==> src/rtl/regfile_pkg.sv <==
// regfile_pkg
// Shared types and default sizes for the multi-port register file.
//   rfState_t : clear-engine state (RF_IDLE, RF_CLEAR)
//   RF_*      : default width / port-count constants
package regfile_pkg;

   localparam int RF_DATA_W = 16;
   localparam int RF_ADDR_W = 3;
   localparam int RF_N_RD   = 2;

   typedef enum logic {
      RF_IDLE  = 1'b0,
      RF_CLEAR = 1'b1
   } rfState_t;

endpackage

==> src/rtl/regfile_scoreboard.sv <==
// regfile_scoreboard
// Per-register pending bits used by decode for hazard detection.
//   clk, rst_n   : clock, synchronous active-low reset
//   writeEn/Addr : accepted writeback, clears the pending bit
//   reserveEn/Addr : accepted reservation, sets the pending bit
//   clearEn/Addr : bulk-clear engine step, clears one bit
//   pend         : all DEPTH pending bits, muxed by the parent
// The parent gates writeEn/reserveEn so they only arrive while idle.
module regfile_scoreboard
   import regfile_pkg::*;
#(
   parameter int ADDR_W  = RF_ADDR_W,
   parameter int ZERO_R0 = 0
) (
   input  logic                    clk,
   input  logic                    rst_n,
   input  logic                    writeEn,
   input  logic [ADDR_W-1:0]       writeAddr,
   input  logic                    reserveEn,
   input  logic [ADDR_W-1:0]       reserveAddr,
   input  logic                    clearEn,
   input  logic [ADDR_W-1:0]       clearAddr,
   output logic [(2**ADDR_W)-1:0]  pend
);

   logic [(2**ADDR_W)-1:0] pendNext;

   always_comb begin
      pendNext = pend;
      if (clearEn) begin
         pendNext[clearAddr] = 1'b0;
      end else begin
         if (writeEn)   pendNext[writeAddr]   = 1'b0;
         // Reserve comes from a younger instruction, so it wins over the write.
         if (reserveEn) pendNext[reserveAddr] = 1'b1;
      end
      if (ZERO_R0 != 0) pendNext[0] = 1'b0;
   end

   always_ff @(posedge clk) begin
      if (!rst_n) pend <= '0;
      else        pend <= pendNext;
   end

endmodule

==> src/rtl/regfile_multi.sv <==
// regfile_multi
// Parametrised register file: one synchronous write port, N_RD combinational
// read ports, per-register pending bits and a sequenced bulk-clear engine.
//   clk, rst_n            : clock, synchronous active-low reset
//   writeEn/Addr/Data     : write port
//   readAddr, readData    : packed read ports (port k at [k*W +: W])
//   readPend              : pending bit of each addressed register
//   reserveEn/Addr        : mark a register pending
//   clearReq, clearBusy   : bulk clear request / engine running
// Optional feature macro: REGFILE_BYPASS_EN (same-cycle write-to-read forwarding).
//
// state    | meaning
// RF_IDLE  | normal operation, writes/reserves/clearReq accepted
// RF_CLEAR | zeroing r[cnt]/pend[cnt] one per cycle, all requests dropped
module regfile_multi
   import regfile_pkg::*;
#(
   parameter int DATA_W  = RF_DATA_W,
   parameter int ADDR_W  = RF_ADDR_W,
   parameter int N_RD    = RF_N_RD,
   parameter int ZERO_R0 = 0
) (
   input  logic                     clk,
   input  logic                     rst_n,
   input  logic                     writeEn,
   input  logic [ADDR_W-1:0]        writeAddr,
   input  logic [DATA_W-1:0]        writeData,
   input  logic [N_RD*ADDR_W-1:0]   readAddr,
   output logic [N_RD*DATA_W-1:0]   readData,
   output logic [N_RD-1:0]          readPend,
   input  logic                     reserveEn,
   input  logic [ADDR_W-1:0]        reserveAddr,
   input  logic                     clearReq,
   output logic                     clearBusy
);

   localparam int DEPTH = 2**ADDR_W;

   rfState_t            state, stateNext;
   logic [ADDR_W-1:0]   cnt, cntNext;
   logic [DATA_W-1:0]   regs [DEPTH];
   logic [DEPTH-1:0]    pend;
   logic                isIdle;
   logic                wrAccept;
   logic                rsvAccept;

   assign isIdle    = (state == RF_IDLE);
   assign clearBusy = (state == RF_CLEAR);
   assign wrAccept  = writeEn && isIdle && !((ZERO_R0 != 0) && (writeAddr == '0));
   assign rsvAccept = reserveEn && isIdle;

   always_comb begin
      stateNext = state;
      cntNext   = cnt;
      case (state)
         RF_IDLE: begin
            if (clearReq) begin
               stateNext = RF_CLEAR;
               cntNext   = '0;
            end
         end
         RF_CLEAR: begin
            cntNext = cnt + ADDR_W'(1);
            if (cnt == ADDR_W'(DEPTH - 1)) stateNext = RF_IDLE;
         end
         default: stateNext = RF_IDLE;
      endcase
   end

   always_ff @(posedge clk) begin
      if (!rst_n) begin
         state <= RF_IDLE;
         cnt   <= '0;
      end else begin
         state <= stateNext;
         cnt   <= cntNext;
      end
   end

   always_ff @(posedge clk) begin
      if (!rst_n) begin
         for (int i = 0; i < DEPTH; i++) regs[i] <= '0;
      end else if (clearBusy) begin
         regs[cnt] <= '0;
      end else if (wrAccept) begin
         regs[writeAddr] <= writeData;
      end
   end

   regfile_scoreboard #(
      .ADDR_W  (ADDR_W),
      .ZERO_R0 (ZERO_R0)
   ) u_scoreboard (
      .clk         (clk),
      .rst_n       (rst_n),
      .writeEn     (wrAccept),
      .writeAddr   (writeAddr),
      .reserveEn   (rsvAccept),
      .reserveAddr (reserveAddr),
      .clearEn     (clearBusy),
      .clearAddr   (cnt),
      .pend        (pend)
   );

   always_comb begin : readMux
      logic [ADDR_W-1:0] rAddr;
      logic [DATA_W-1:0] rData;
      logic              rPend;
      readData = '0;
      readPend = '0;
      rAddr    = '0;
      rData    = '0;
      rPend    = 1'b0;
      for (int k = 0; k < N_RD; k++) begin
         rAddr = readAddr[k*ADDR_W +: ADDR_W];
         rData = regs[rAddr];
         rPend = pend[rAddr];
`ifdef REGFILE_BYPASS_EN
         // Forward the in-flight write; pend shows its post-edge value.
         if (wrAccept && (writeAddr == rAddr)) begin
            rData = writeData;
            rPend = rsvAccept && (reserveAddr == rAddr);
         end
`endif
         if ((ZERO_R0 != 0) && (rAddr == '0)) begin
            rData = '0;
            rPend = 1'b0;
         end
         readData[k*DATA_W +: DATA_W] = rData;
         readPend[k]                  = rPend;
      end
   end

endmodule

==> config.mk <==
export PLATFORM = sky130hd
export DESIGN_NAME = regfile_multi
export DESIGN_NICKNAME = d
export VERILOG_FILES = /design/src/rtl/regfile_pkg.sv /design/src/rtl/regfile_scoreboard.sv /design/src/rtl/regfile_multi.sv
export SDC_FILE = /design/constraint.sdc
export NUM_CORES = 1
export LEC_CHECK = 0
export BUFFER_PORTS_ARGS = -buffer_cell sky130_fd_sc_hd__buf_2
export CAP_MARGIN = 25
export CORE_MARGIN = 1
export CORE_UTILIZATION = 40
export DETAILED_ROUTE_END_ITERATION = 8
export PLACE_DENSITY_LB_ADDON = 0.05
export REMOVE_ABC_BUFFERS = 1
export SETUP_SLACK_MARGIN = 0.4
export SYNTH_ARGS = -nofsm -noshare
export SYNTH_HDL_FRONTEND = slang
export SYNTH_SLANG_ARGS = --single-unit
==> constraint.sdc <==
create_clock -name clk -period 3 [get_ports clk]
set_input_delay 0.6 -clock clk [delete_from_list [all_inputs] [get_ports clk]]
set_output_delay 0.6 -clock clk [all_outputs]
set_load 0.05 [all_outputs]
Yosys cells after proc, flatten, opt, wreduce, memory -nomap -nowiden --
Memory sizes are Yosys's and may differ from the RTL's. Cells that the tools add are included.
Operators by class: add/sub/neg operators 1, multipliers 0, div/mod/pow operators 0, $lt $le $gt $ge 8, eq/ne operators 2, shift operators 0, muxes and demuxes 33, bitwise operators 6, reductions and logical operators 7
Operators with widths (count):
- 2-to-1 mux 16 bit | 2
- 2-to-1 mux 8 bit | 4
- OR reduction 16 bit | 2
- less-than comparator 3 x 4 -> 1 bit (second input constant) | 5
- 2-to-1 mux 1 bit | 17
- AND 8 bit | 2
- inverter 8 bit | 2
- demux 1 bit (select 3 bit) | 3
- >= comparator 3 x 1 -> 1 bit (second input constant) | 3
- 2-to-1 mux 3 bit | 3
- OR 8 bit | 1
- binary-select mux 1 bit (select 3 bit) | 2
- case mux 3 bit (2 select lines) | 1
- logical AND 1 bit | 5
- adder 3 x 1 -> 3 bit (second input constant) | 1
- equality test 3 bit (second input constant) | 1
- inequality test 2 bit (second input constant) | 1
- case mux 1 bit (2 select lines) | 1
- inverter 1 bit | 1
Storage, ports and cells: register bits 12, latch bits 0, RAM bits 128, memory bits (read-only) 0, input bits 33, output and inout port bits 35, word-level logic and storage cells 61, memories kept 1
Memory list:
- regs | words 8, bits a word 16, rd ports 2, clocked after Yosys merged registers in 0, write ports 8, RTL line regfile_multi.sv:41 | logic [DATA_W-1:0] regs [DEPTH];

Logic depth before layout (Yosys ltp) --
Gate-level depths: netlist (run 1).
word-level depth 11, mapped depth 5, depth with buffers taken out 4

Modules after synthesis --
From an unflattened synthesis (run 1), not the netlist that was laid out.
Unflattened totals: cells, all modules 500, area total of the unflattened synthesis 7598.5 um^2
Modules (own cells, without submodules):
- regfile_multi | instances 1, cells an instance 446, area each 7145.6 um^2, sequential area each 3923.8 um^2
- regfile_scoreboard | instances 1, cells an instance 54, area each 452.9 um^2, sequential area each 160.2 um^2

Worst setup path after synthesis (run 1) --
OpenSTA, ideal clock, no wires.
kind register to register, from register state, in the netlist clearBusy, to memory regs[6][0] in the netlist's numbering, enable pin, library setup time 0.411 ns, arrival time 2.662 ns, required time 2.589 ns, slack -0.073 ns, cell stages (with the launch flop) 5, buffers on the path 1, clock period less this slack 3.073 ns, path through dfxtp_1 -> buf_2 -> nand3b_2 -> mux2_2 -> o21ai_0
RTL lines:
- start, declared | RTL line regfile_multi.sv:39 | rfState_t state, stateNext;
- start signal, assigned | RTL line regfile_multi.sv:75 | state <= stateNext;
- end, declared | RTL line regfile_multi.sv:41

Final worst setup path (run 1) --
from input readAddr[0], to output readPend[0]
Between the ends: word-level cells in the longest chain between the ends 2
Ends and longest elaborated chain:
- start, declared | RTL line regfile_multi.sv:28 | input logic [N_RD*ADDR_W-1:0] readAddr,
- binary-select mux 1 bit (select 3 bit) | RTL line regfile_multi.sv:117 | rPend = pend[rAddr];
- 2-to-1 mux 1 bit (implied by the code) | RTL line regfile_multi.sv:117
- end, declared | RTL line regfile_multi.sv:30 | output logic [N_RD-1:0] readPend,
Every way passes these cells. The select of a mux whose other input is x is not followed.

==> results.py, run 1 <==
metrics = {
    "global_route": {
        "antenna_found_initial": 0,
        "overflow": 0,
        "grt_max_degree": 35,
        "gr-usage-all-layers": 0.227,
        "grt_pass1_vias": 5055,
        "grt_pass1_wl_um": 31700,
    },
    "place": {
        "place_congestion": 0.835,
        "portBuffers": 67,
        "dp_hpwl_um": 12700,
    },
    "yosys": {
        "postSynthAreaPerCell_um2": 15.4,
        "yosys_warnings": 0,
        "synth-seq-cells": 140,
        "syn_inst": 502,
        "synth_area_um2": 7710,
        "ys.flop_type": "edfxtp_1",
        "async_flop_share": 0,
        "ys_types": 38,
        "synth_edf_count": 128,
        "ys_top_cells_by_area": "edfxtp_1 50%, mux4_2 20%, and2_1 9.1%, mux2_2 5.1%, dfxtp_1 3.1%",
        "synth_seq_area_share": 0.530,
        "yosys.area.top_type_share": 0.499,
        "yosysTopAreaCell": "edfxtp_1",
    },
    "routing": {
        "drc": 0,
        "via_count": 4780,
        "finalWirelength_um": 21100,
        "via_per_inst": 5.79,
        "drtPass1Iterations": 5,
        "drtAntennaViolNets": 0,
        "wire_per_inst_um": 25.6,
        "drt_iter0_drc": 301,
    },
    "setup_path": {
        "critical_path_arrival_ns": 1.97,
        "crit_fanout": 10,
        "start_kind": "primary input",
        "crit_type": "in2out",
        "crit_required_ns": 2.40,
        "reg2reg_depth": 4,
        "critPathCaptureType": "output port",
    },
    "die": {
        "coreArea_um2": 18800,
        "floorplan.initialDensity": 0.411,
        "die_h_um": 141,
        "row_count": 50,
        "dieWidth_um": 141,
        "num_io_pins": 68,
        "die_area_um2": 19800,
    },
    "sta": {
        "setup_tns_ns": 0,
        "fmax_mhz": 389,
        "skew_ns": 0.00645,
        "rsz0062_at_grt": "true",
        "slew_viol_final": 0,
        "hold_viol": 0,
        "holdWs_ns": 0.499,
        "setup_viol": 0,
        "fin_crit_sh": 0.857,
        "slew_headroom": 0.531,
        "worst_pin_slew_ns": 0.702,
        "min_period_ns": 2.57,
    },
    "cts": {
        "cts_tree": "yes",
        "clockBufferDepth": 2,
        "clk_latency_ns": 0.43,
        "cts_buffers": 17,
        "clkSinkCount": 140,
        "clkSlewWorstSetupHoldPaths_ns": 0.06,
        "ctsHoldBuffers": 0,
        "cts_root_buffer": "clkbuf_16",
        "htree_levels": 4,
    },
    "final_layout": {
        "num_antenna_cells": 0,
        "fin_nets": 614,
        "area_growth_syn_to_layout_pct": 20.7,
        "post-route-util": 0.496,
        "drive_gt1_frac": 0.421,
        "final.fill_count": 1609,
    },
    "pwr": {
        "vdd_ir_drop_max_mv": 0.404,
        "total_power_uw": 5580,
        "power_density_nw_per_um2": 599,
        "leakagePower_uw": 0.00341,
    },
    "run_status": {
        "outcome": "completed",
    },
    "job": {
        "maxCapViolCount": 0,
    },
    "worst_hold_path": {
        "hold_path_depth": 4,
        "hp-class": "in2reg",
    },
}
## routing by layer
metal	track usage	vias to the layer above	routed length (um)
met1	0.303	2487	9300
met3	0.0472	15	1090
met2	0.377	148	10500
met4	0.0624	0	184
met5	0	-	0
li1	-	2130	-
## critical path: stages
cell and delay, ns:
buf_6 0.15, buf_12 0.17, mux4_2 0.51, mux2_2 0.31
buf_4 0.20
## placed cells by master (no fill, tap or decap), types with 5 or more instances in the layout
master / synthesis / layout
mux4_2: 68 / 68
buf_2: 14 / 55
dfxtp_1: 12 / 12
a21oi_1: 12 / 12
mux2_2: 35 / 35
edfxtp_1: 128 / 128
o21ai_2: 0 / 8
clkbuf_16: 0 / 18
nand2b_1: 5 / 5
nand2_1: 10 / 10
bufinv_16: 0 / 8
and2_1: 112 / 112
a2111oi_4: 5 / 5
buf_12: 0 / 6
buf_4: 1 / 30
nor2_1: 7 / 7
nor3b_1: 19 / 19
## timing repair
item	CTS	global route
resized for setup	12	7
setup buffers	0	0
endpoints found under the hold margin	0	0
gates cloned	3	1
endpoints found under the setup margin	14	16
pin swaps	0	0
## state kept, by name, summed over array words and instances, names as in the netlist
signal             cells
u_scoreboard.pend      8
regs                 128
cnt                    3
clearBusy              1
## per-stage QoR
step                setup slack (ns)  cells  cell area [um2]
CTS                            0.383    825             9270
floorplan                     -0.188    462             7520
global route                   0.398    826             9300
global placement               0.379    790             8460
finish                         0.428    826             9300
detailed placement             0.353    790             8460
## logic make-up (layout without fill, tap and decap cells)
group / after synthesis / after routing / synth area share
buffers and inverters: 42 / 132 / 0.0252
DFF: 140 / 140 / 0.530
muxes: 104 / 104 / 0.251
adders and majority gates: 2 / 2 / 0.00325
AOI/OAI and AO/OA: 38 / 38 / 0.0451
and+or+nand+nor: 176 / 176 / 0.145
## report_power, final
group          internal (uW)  leakage [uW]  switching, uW
Sequential              2210       0.00143           49.1
Clock                   1720      0.000338            808
Combinational            307       0.00164            475
Total                   4240       0.00341           1330
## synthesized netlist by cell type (2+ instances only)
master / instances
a2bb2oi_1: 2
ha_1: 2
a21o_1: 2
or2_2: 2
a2111oi_4: 5
nand3b_1: 4
edfxtp_1: 128
buf_6: 2
o21ai_0: 8
nand4b_1: 2
nand2b_1: 5
nor2_1: 7
mux4_2: 68
mux2_2: 35
dfxtp_1: 12
buf_2: 14
and2_1: 112
nand2_1: 10
nand3_1: 3
o221ai_1: 4
a21oi_1: 12
clkbuf_1: 21
nor3b_1: 19
or4bb_1: 2
buf_1: 2
o311ai_0: 4
nor2b_1: 4
## final cells by class
type / count / area, um2 / area share
clock inverter: 12 / 267 / 0.0286
sequential: 140 / 4080 / 0.439
timing repair buffer: 98 / 758 / 0.0815
clock buffer: 20 / 437 / 0.0469
multi-input combinational: 320 / 3460 / 0.372
inverter: 2 / 7.51 / 0.000807
tap: 234 / 293 / 0.0315
## final timing paths
check	from	endpoint	slack, ns
setup reg to reg	clearBusy	regs[6][3]	0.71
hold reg to reg	u_scoreboard.pend[5]	u_scoreboard.pend[5]	0.51
setup / recovery	readAddr[0]	readPend[0]	0.43
hold / removal	clearReq	cnt[0]	0.50
No activity file was read; power rests on OpenSTA's default activity.
==> inputs of run 2 (changes only) <==
--- a/config.mk
+++ b/config.mk
@@ -5,6 +5,7 @@
 export SDC_FILE = /design/constraint.sdc
 export NUM_CORES = 1
 export LEC_CHECK = 0
+export ABC_AREA = 1
 export BUFFER_PORTS_ARGS = -buffer_cell sky130_fd_sc_hd__buf_2
 export CAP_MARGIN = 25
 export CORE_MARGIN = 1
==> constraint.sdc (replaced) <==
create_clock -name clk -period 2.1 [get_ports clk]
set_input_delay 0.42 -clock clk [delete_from_list [all_inputs] [get_ports clk]]
set_output_delay 0.42 -clock clk [all_outputs]
set_load 0.05 [all_outputs]
==> run 2 against run 1 <==
Compared with the run above:
- wire length rose by 23%
- cell area increased by 12%
- core utilization increased by 3.1 points
- combinational power up 100%
- synthesized cell count increased by 100%
- sequential share of layout area down 4.5 points
- cell count rose by 65%
- first-iteration DRC count is 59% higher
- register-to-register slack worse by 0.24 ns
- clock skew is essentially flat
- sequential power rose by 43%
==> results.py, run 2 <==
metrics = {
    "global_route": {
        "antenna_found_initial": 0,
        "grt_pass1_vias": 6753,
        "gr-usage-all-layers": 0.255,
        "overflow": 0,
        "grt_pass1_wl_um": 38600,
        "grt_max_degree": 43,
    },
    "cts": {
        "cts_root_buffer": "clkbuf_16",
        "clk_latency_ns": 0.42,
        "htree_levels": 4,
        "clkSinkCount": 140,
        "cts_buffers": 17,
        "clockBufferDepth": 2,
        "ctsHoldBuffers": 0,
        "clkSlewWorstSetupHoldPaths_ns": 0.07,
        "cts_tree": "yes",
    },
    "yosys": {
        "synth_area_um2": 8130,
        "synth_most_common_cell": "nand2_1",
        "synth_edf_count": 128,
        "yosys_warnings": 0,
        "synth-seq-cells": 140,
        "yosysTopAreaCell": "edfxtp_1",
        "yosys.area.top_type_share": 0.473,
        "postSynthAreaPerCell_um2": 8.10,
        "async_flop_share": 0,
        "ys_top_cells_by_area": "edfxtp_1 47%, nand2_1 14%, o211ai_1 5.9%, a21oi_1 5.2%, o21ai_0 4.7%",
        "yosys-top-cells-count": "293 x nand2_1, 128 x edfxtp_1, 89 x inv_1",
        "synth_seq_area_share": 0.502,
        "ys.flop_type": "edfxtp_1",
        "ys_types": 28,
        "syn_inst": 1004,
    },
    "setup_path": {
        "rrSetupSlack_ns": 0.47,
        "rr_startpoint": "clearBusy",
        "reg2reg_depth": 8,
        "critical_path_arrival_ns": 1.43,
        "crit_required_ns": 1.68,
        "crit_type": "reg2out",
        "worstReg2RegEnd": "regs[1][0]",
        "critPathCaptureType": "output port",
        "start_kind": "register",
        "crit_fanout": 2,
        "setup.worst_path.end": "readData[25]",
        "startpoint": "regs[5][9]",
    },
    "place": {
        "dp_hpwl_um": 15700,
        "preCtsSetupSlack_ns": 0.0907,
        "place_congestion": 0.781,
        "portBuffers": 67,
    },
    "die": {
        "floorplan.initialDensity": 0.412,
        "num_io_pins": 68,
        "row_count": 51,
        "die_area_um2": 20900,
        "dieWidth_um": 145,
        "die_h_um": 145,
        "coreArea_um2": 19700,
    },
    "sta": {
        "skew_ns": 0.00642,
        "fmax_mhz": 541,
        "worst_pin_slew_ns": 0.351,
        "slew_headroom": 0.765,
        "setup_viol": 0,
        "setup_ws_ns": 0.253,
        "fin_crit_sh": 0.880,
        "min_period_ns": 1.85,
        "rsz0062_at_grt": "true",
        "hold_viol": 0,
        "slew_viol_final": 0,
    },
    "routing": {
        "wire_per_inst_um": 19.1,
        "met2WireLength_um": 12100,
        "m1WireLength_um": 12000,
        "drtPass1Iterations": 5,
        "drt_iter0_drc": 479,
        "via_count": 7332,
        "drtAntennaViolNets": 0,
        "via_per_inst": 5.38,
        "finalWirelength_um": 26000,
        "wl_met3_um": 1330,
        "drc": 0,
        "dr.max_layer_used": "met4",
    },
    "final_layout": {
        "layout_commonest_cell": "nand2_1",
        "num_antenna_cells": 0,
        "top_regs": "regs: 128 flops, u_scoreboard.pend: 8 flops, cnt: 3 flops",
        "fin_nets": 1119,
        "drive_gt1_frac": 0.258,
        "largest_register_ffs": 128,
        "final_cell_mix": "271 x nand2_1, 128 x edfxtp_1, 74 x nor2_1",
        "post-route-util": 0.527,
        "regMostFlops": "regs",
        "area_growth_syn_to_layout_pct": 27.8,
    },
    "job": {
        "maxCapViolCount": 0,
    },
    "pwr": {
        "vdd_ir_drop_max_mv": 0.561,
        "leakagePower_uw": 0.00425,
        "power_density_nw_per_um2": 756,
    },
    "worst_hold_path": {
        "hp-class": "in2reg",
    },
    "run_status": {
        "outcome": "completed",
    },
}
## run 2: cell types whose count changed after synthesis, moves of 66 or more
cell,delta
nand2_1,+283
and2_1,-112
inv_1,+88
a21oi_1,+72
mux4_2,-68
o21ai_0,+68
nor2_1,+67
nor3_1,+66
## run 2: kinds of logic after synthesis
group | synth area share
and+or+nand+nor | 0.244
AOI/OAI and AO/OA | 0.159
buffers and inverters | 0.0917
DFF | 0.502
adders and majority gates | 0.00308
## run 2: what timing repair did
| item | CTS | global route |
|---|---|---|
| pin swaps | 41 | 41 |
| hold endpoints to repair | 0 | 0 |
| cloned | 6 | 4 |
| setup buffers | 0 | 2 |
| setup endpoints to repair | 259 | 164 |
| gates resized for setup | 102 | 126 |
## run 2: area by class of cell
type / count / area [um2]
Fill cell: 1863 / 9330
Inverter: 95 / 367
Sequential cell: 140 / 4090
Multi-Input combinational cell: 697 / 3480
Timing Repair Buffer: 133 / 1520
Tap cell: 265 / 332
Clock inverter: 15 / 173
Clock buffer: 17 / 425
## run 2: how the worst min path moves through the flow
stage                    startpoint              endpoint  slack (ns)  cells after the start
2_1_floorplan  u_scoreboard.pend[2]  u_scoreboard.pend[2]        0.46                      2
3_3_place_gp   u_scoreboard.pend[2]  u_scoreboard.pend[2]        0.47                      2
3_5_place_dp   u_scoreboard.pend[2]  u_scoreboard.pend[2]        0.48                      2
4_1_cts              reserveAddr[0]  u_scoreboard.pend[3]        0.27                      3
5_1_grt              reserveAddr[0]  u_scoreboard.pend[3]        0.28                      3
6_report             reserveAddr[0]  u_scoreboard.pend[3]        0.29                      3
## run 2: layer usage
metal	vias to the layer above	track usage
met5	-	0
met4	0	0.0798
met3	33	0.0344
met2	239	0.411
met1	3485	0.354
li1	3575	-
## run 2: report_power, final
| group | switching [uW] | leakage [uW] | internal, uW |
|---|---|---|---|
| clock | 1210 | 0.000280 | 1860 |
| combinational | 1010 | 0.00254 | 550 |
| sequential | 63.5 | 0.00143 | 3160 |
## run 2: worst max-delay path, cell delays in order, from the launching register on
cell      delay (ns)
edfxtp_1        0.36
inv_2           0.07
a21oi_2         0.13
o21ai_1         0.08
nand2_1         0.06
nand2_1         0.05
nand2_1         0.09
buf_6           0.16
## run 2: stage by stage
stage	setup TNS [ns]	total power, uW	instances	hold WS [ns]	instance area [um2]
after floorplan	-115.76	3990	932	0.457	7750
after global placement	0	4570	1318	0.473	9030
after detailed placement	0	4570	1318	0.482	9030
after CTS	0	7800	1356	0.270	10100
after global routing	0	8130	1362	0.283	10400
final	0	7860	1362	0.289	10400
==> inputs of run 3 (changes only) <==
--- a/config.mk
+++ b/config.mk
@@ -12,6 +12,7 @@
 export CORE_UTILIZATION = 40
 export DETAILED_ROUTE_END_ITERATION = 8
 export PLACE_DENSITY_LB_ADDON = 0.05
+export RECOVER_POWER = 25
 export REMOVE_ABC_BUFFERS = 1
 export SETUP_SLACK_MARGIN = 0.4
 export SYNTH_ARGS = -nofsm -noshare
==> constraint.sdc (replaced) <==
create_clock -name clk -period 2.1 [get_ports clk]
set_input_delay 0.21 -clock clk [delete_from_list [all_inputs] [get_ports clk]]
set_output_delay 0.21 -clock clk [all_outputs]
set_load 0.05 [all_outputs]
==> run 3 against run 2 <==
Compared with the run above:
- first-iteration DRC count grew 15%
- via count shrank 2.9%
- combinational power shrank 12%
- sequential power is essentially flat
- cell count shrank 0.81%
- wire length shrank 6.0%
- core utilization shrank 2.9 points
- critical path depth shrank 2
- maximum frequency grew 2.0%
- clock power grew 2%
- largest power group unchanged
==> results.py, run 3 (synthesis results as in run 2) <==
metrics = {
    "setup_path": {
        "crit_required_ns": 2.21,
        "rr_startpoint": "clearBusy",
        "worstReg2RegEnd": "regs[3][6]",
        "crit_type": "reg2reg",
        "rrSetupSlack_ns": 0.29,
        "startpoint": "clearBusy",
        "critical_path_arrival_ns": 1.92,
        "critPathCaptureType": "register",
        "crit_fanout": 10,
        "reg2reg_depth": 5,
        "start_kind": "register",
    },
    "worst_hold_path": {
        "min-delay-start": "reserveAddr[0]",
        "hp-class": "in2reg",
        "hold_path_depth": 3,
        "worst_hold_path.endpoint": "u_scoreboard.pend[3]",
    },
    "cts": {
        "clkSlewWorstSetupHoldPaths_ns": 0.06,
        "clkSinkCount": 140,
        "cts_tree": "yes",
        "cts_buffers": 17,
        "cts_root_buffer": "clkbuf_16",
        "ctsHoldBuffers": 0,
        "htree_levels": 4,
        "clockBufferDepth": 2,
        "clk_latency_ns": 0.42,
    },
    "place": {
        "preCtsSetupSlack_ns": 0.279,
        "dp_hpwl_um": 15900,
        "portBuffers": 67,
        "place_congestion": 0.783,
        "post_dp_cell_area_um2": 8910,
    },
    "pwr": {
        "power_density_nw_per_um2": 788,
        "leakagePower_uw": 0.00404,
        "seq_power_share": 0.417,
        "total_power_uw": 7730,
        "pwr-share-comb": 0.178,
        "internal_power_uw": 5570,
        "p_switching_uw": 2160,
        "power.share.clock": 0.405,
        "vdd_ir_drop_max_mv": 0.572,
        "swShare": 0.279,
    },
    "global_route": {
        "grt_pass1_vias": 6454,
        "grt_pass1_wl_um": 37200,
        "gr-usage-all-layers": 0.244,
        "grt_max_degree": 68,
        "antenna_found_initial": 0,
        "overflow": 0,
    },
    "routing": {
        "finalWirelength_um": 24400,
        "drt_iter0_drc": 552,
        "drtPass1Iterations": 4,
        "drc": 0,
        "wire_per_inst_um": 18.1,
        "via_per_inst": 5.27,
        "drtAntennaViolNets": 0,
        "via_count": 7116,
    },
    "final_layout": {
        "final_cell_mix": "285 x nand2_1, 128 x edfxtp_1, 80 x a21oi_1",
        "drive_gt1_frac": 0.182,
        "num_antenna_cells": 0,
        "layout_commonest_cell": "nand2_1",
        "regMostFlops": "regs",
        "post-route-util": 0.498,
        "finish.instance_area_um2": 9820,
        "largest_register_ffs": 128,
        "fin_nets": 1108,
        "area_growth_syn_to_layout_pct": 20.8,
        "top_regs": "regs: 128 flops, u_scoreboard.pend: 8 flops, cnt: 3 flops",
    },
    "job": {
        "maxCapViolCount": 0,
    },
    "sta": {
        "rsz0062_at_grt": "true",
        "slew_viol_final": 0,
        "skew_ns": 0.0119,
        "worst_pin_slew_ns": 0.477,
        "fmax_mhz": 552,
        "setup_ws_ns": 0.290,
        "slew_headroom": 0.682,
        "fin_crit_sh": 0.862,
        "setup_viol": 0,
        "hold_viol": 0,
        "min_period_ns": 1.81,
    },
    "die": {
        "die_h_um": 145,
        "num_io_pins": 68,
        "floorplan.initialDensity": 0.412,
        "row_count": 51,
        "die_area_um2": 20900,
        "dieWidth_um": 145,
        "coreArea_um2": 19700,
    },
    "run_status": {
        "outcome": "completed",
    },
}
==> run 3: per-layer routing <==
| layer | part of all wire | GRT usage | wire [um] |
|---|---|---|---|
| met2 | 0.46 | 0.382 | 11300 |
| met4 | 0.0098 | 0.0681 | 238 |
| met1 | 0.49 | 0.353 | 11900 |
| met5 | 0 | 0 | 0 |
| met3 | 0.040 | 0.0308 | 976 |
==> run 3: layout make-up <==
class | count | area, um2
fill | 1944 | 9900
sequential | 140 | 4090
multi-input combinational | 697 | 3370
timing repair buffer | 121 | 1050
clock buffer | 20 | 437
inverter | 95 | 368
tap | 265 | 332
clock inverter | 12 | 169
timing repair inverter | 1 | 5.00
==> run 3: how the worst max path moves through the flow <==
stage	end	slack [ns]	cells after the start
floorplan	regs[7][0]	-1.44	4
finish	regs[3][6]	0.29	5
CTS	regs[6][6]	0.38	8
global placement	regs[4][1]	0.29	7
global route	regs[2][3]	0.20	8
detailed placement	regs[4][6]	0.28	7
==> run 3: metrics by stage <==
stage	instances	hold slack [ns]	setup TNS, ns
after floorplan	932	0.357	-115.76
after global placement	1315	0.482	0
after detailed placement	1315	0.481	0
after CTS	1347	0.0512	0
after global routing	1351	0.101	0
final	1351	0.0668	0
==> run 3: power groups by stage <==
stage	logic (uW)	registers (uW)	clock network [uW]
final	1380	3230	3130
after global routing	1500	3240	3280
after CTS	1270	3220	3170
after detailed placement	1250	3280	0
after global placement	1250	3280	0
after floorplan	727	3260	0
==> run 3: timing repair <==
action / CTS / global route
buffers inserted: 0 / 2
pin swaps: 0 / 21
gates cloned: 0 / 2
endpoints found under the setup margin: 102 / 121
gates resized for setup: 15 / 144
==> run 3: worst max-delay path: stages, from the launching register on <==
cell and delay [ns]:
dfxtp_1 0.48, nor2_1 0.13, nor2_4 0.15, nand3_4 0.16
o21ai_0 0.30, buf_4 0.28
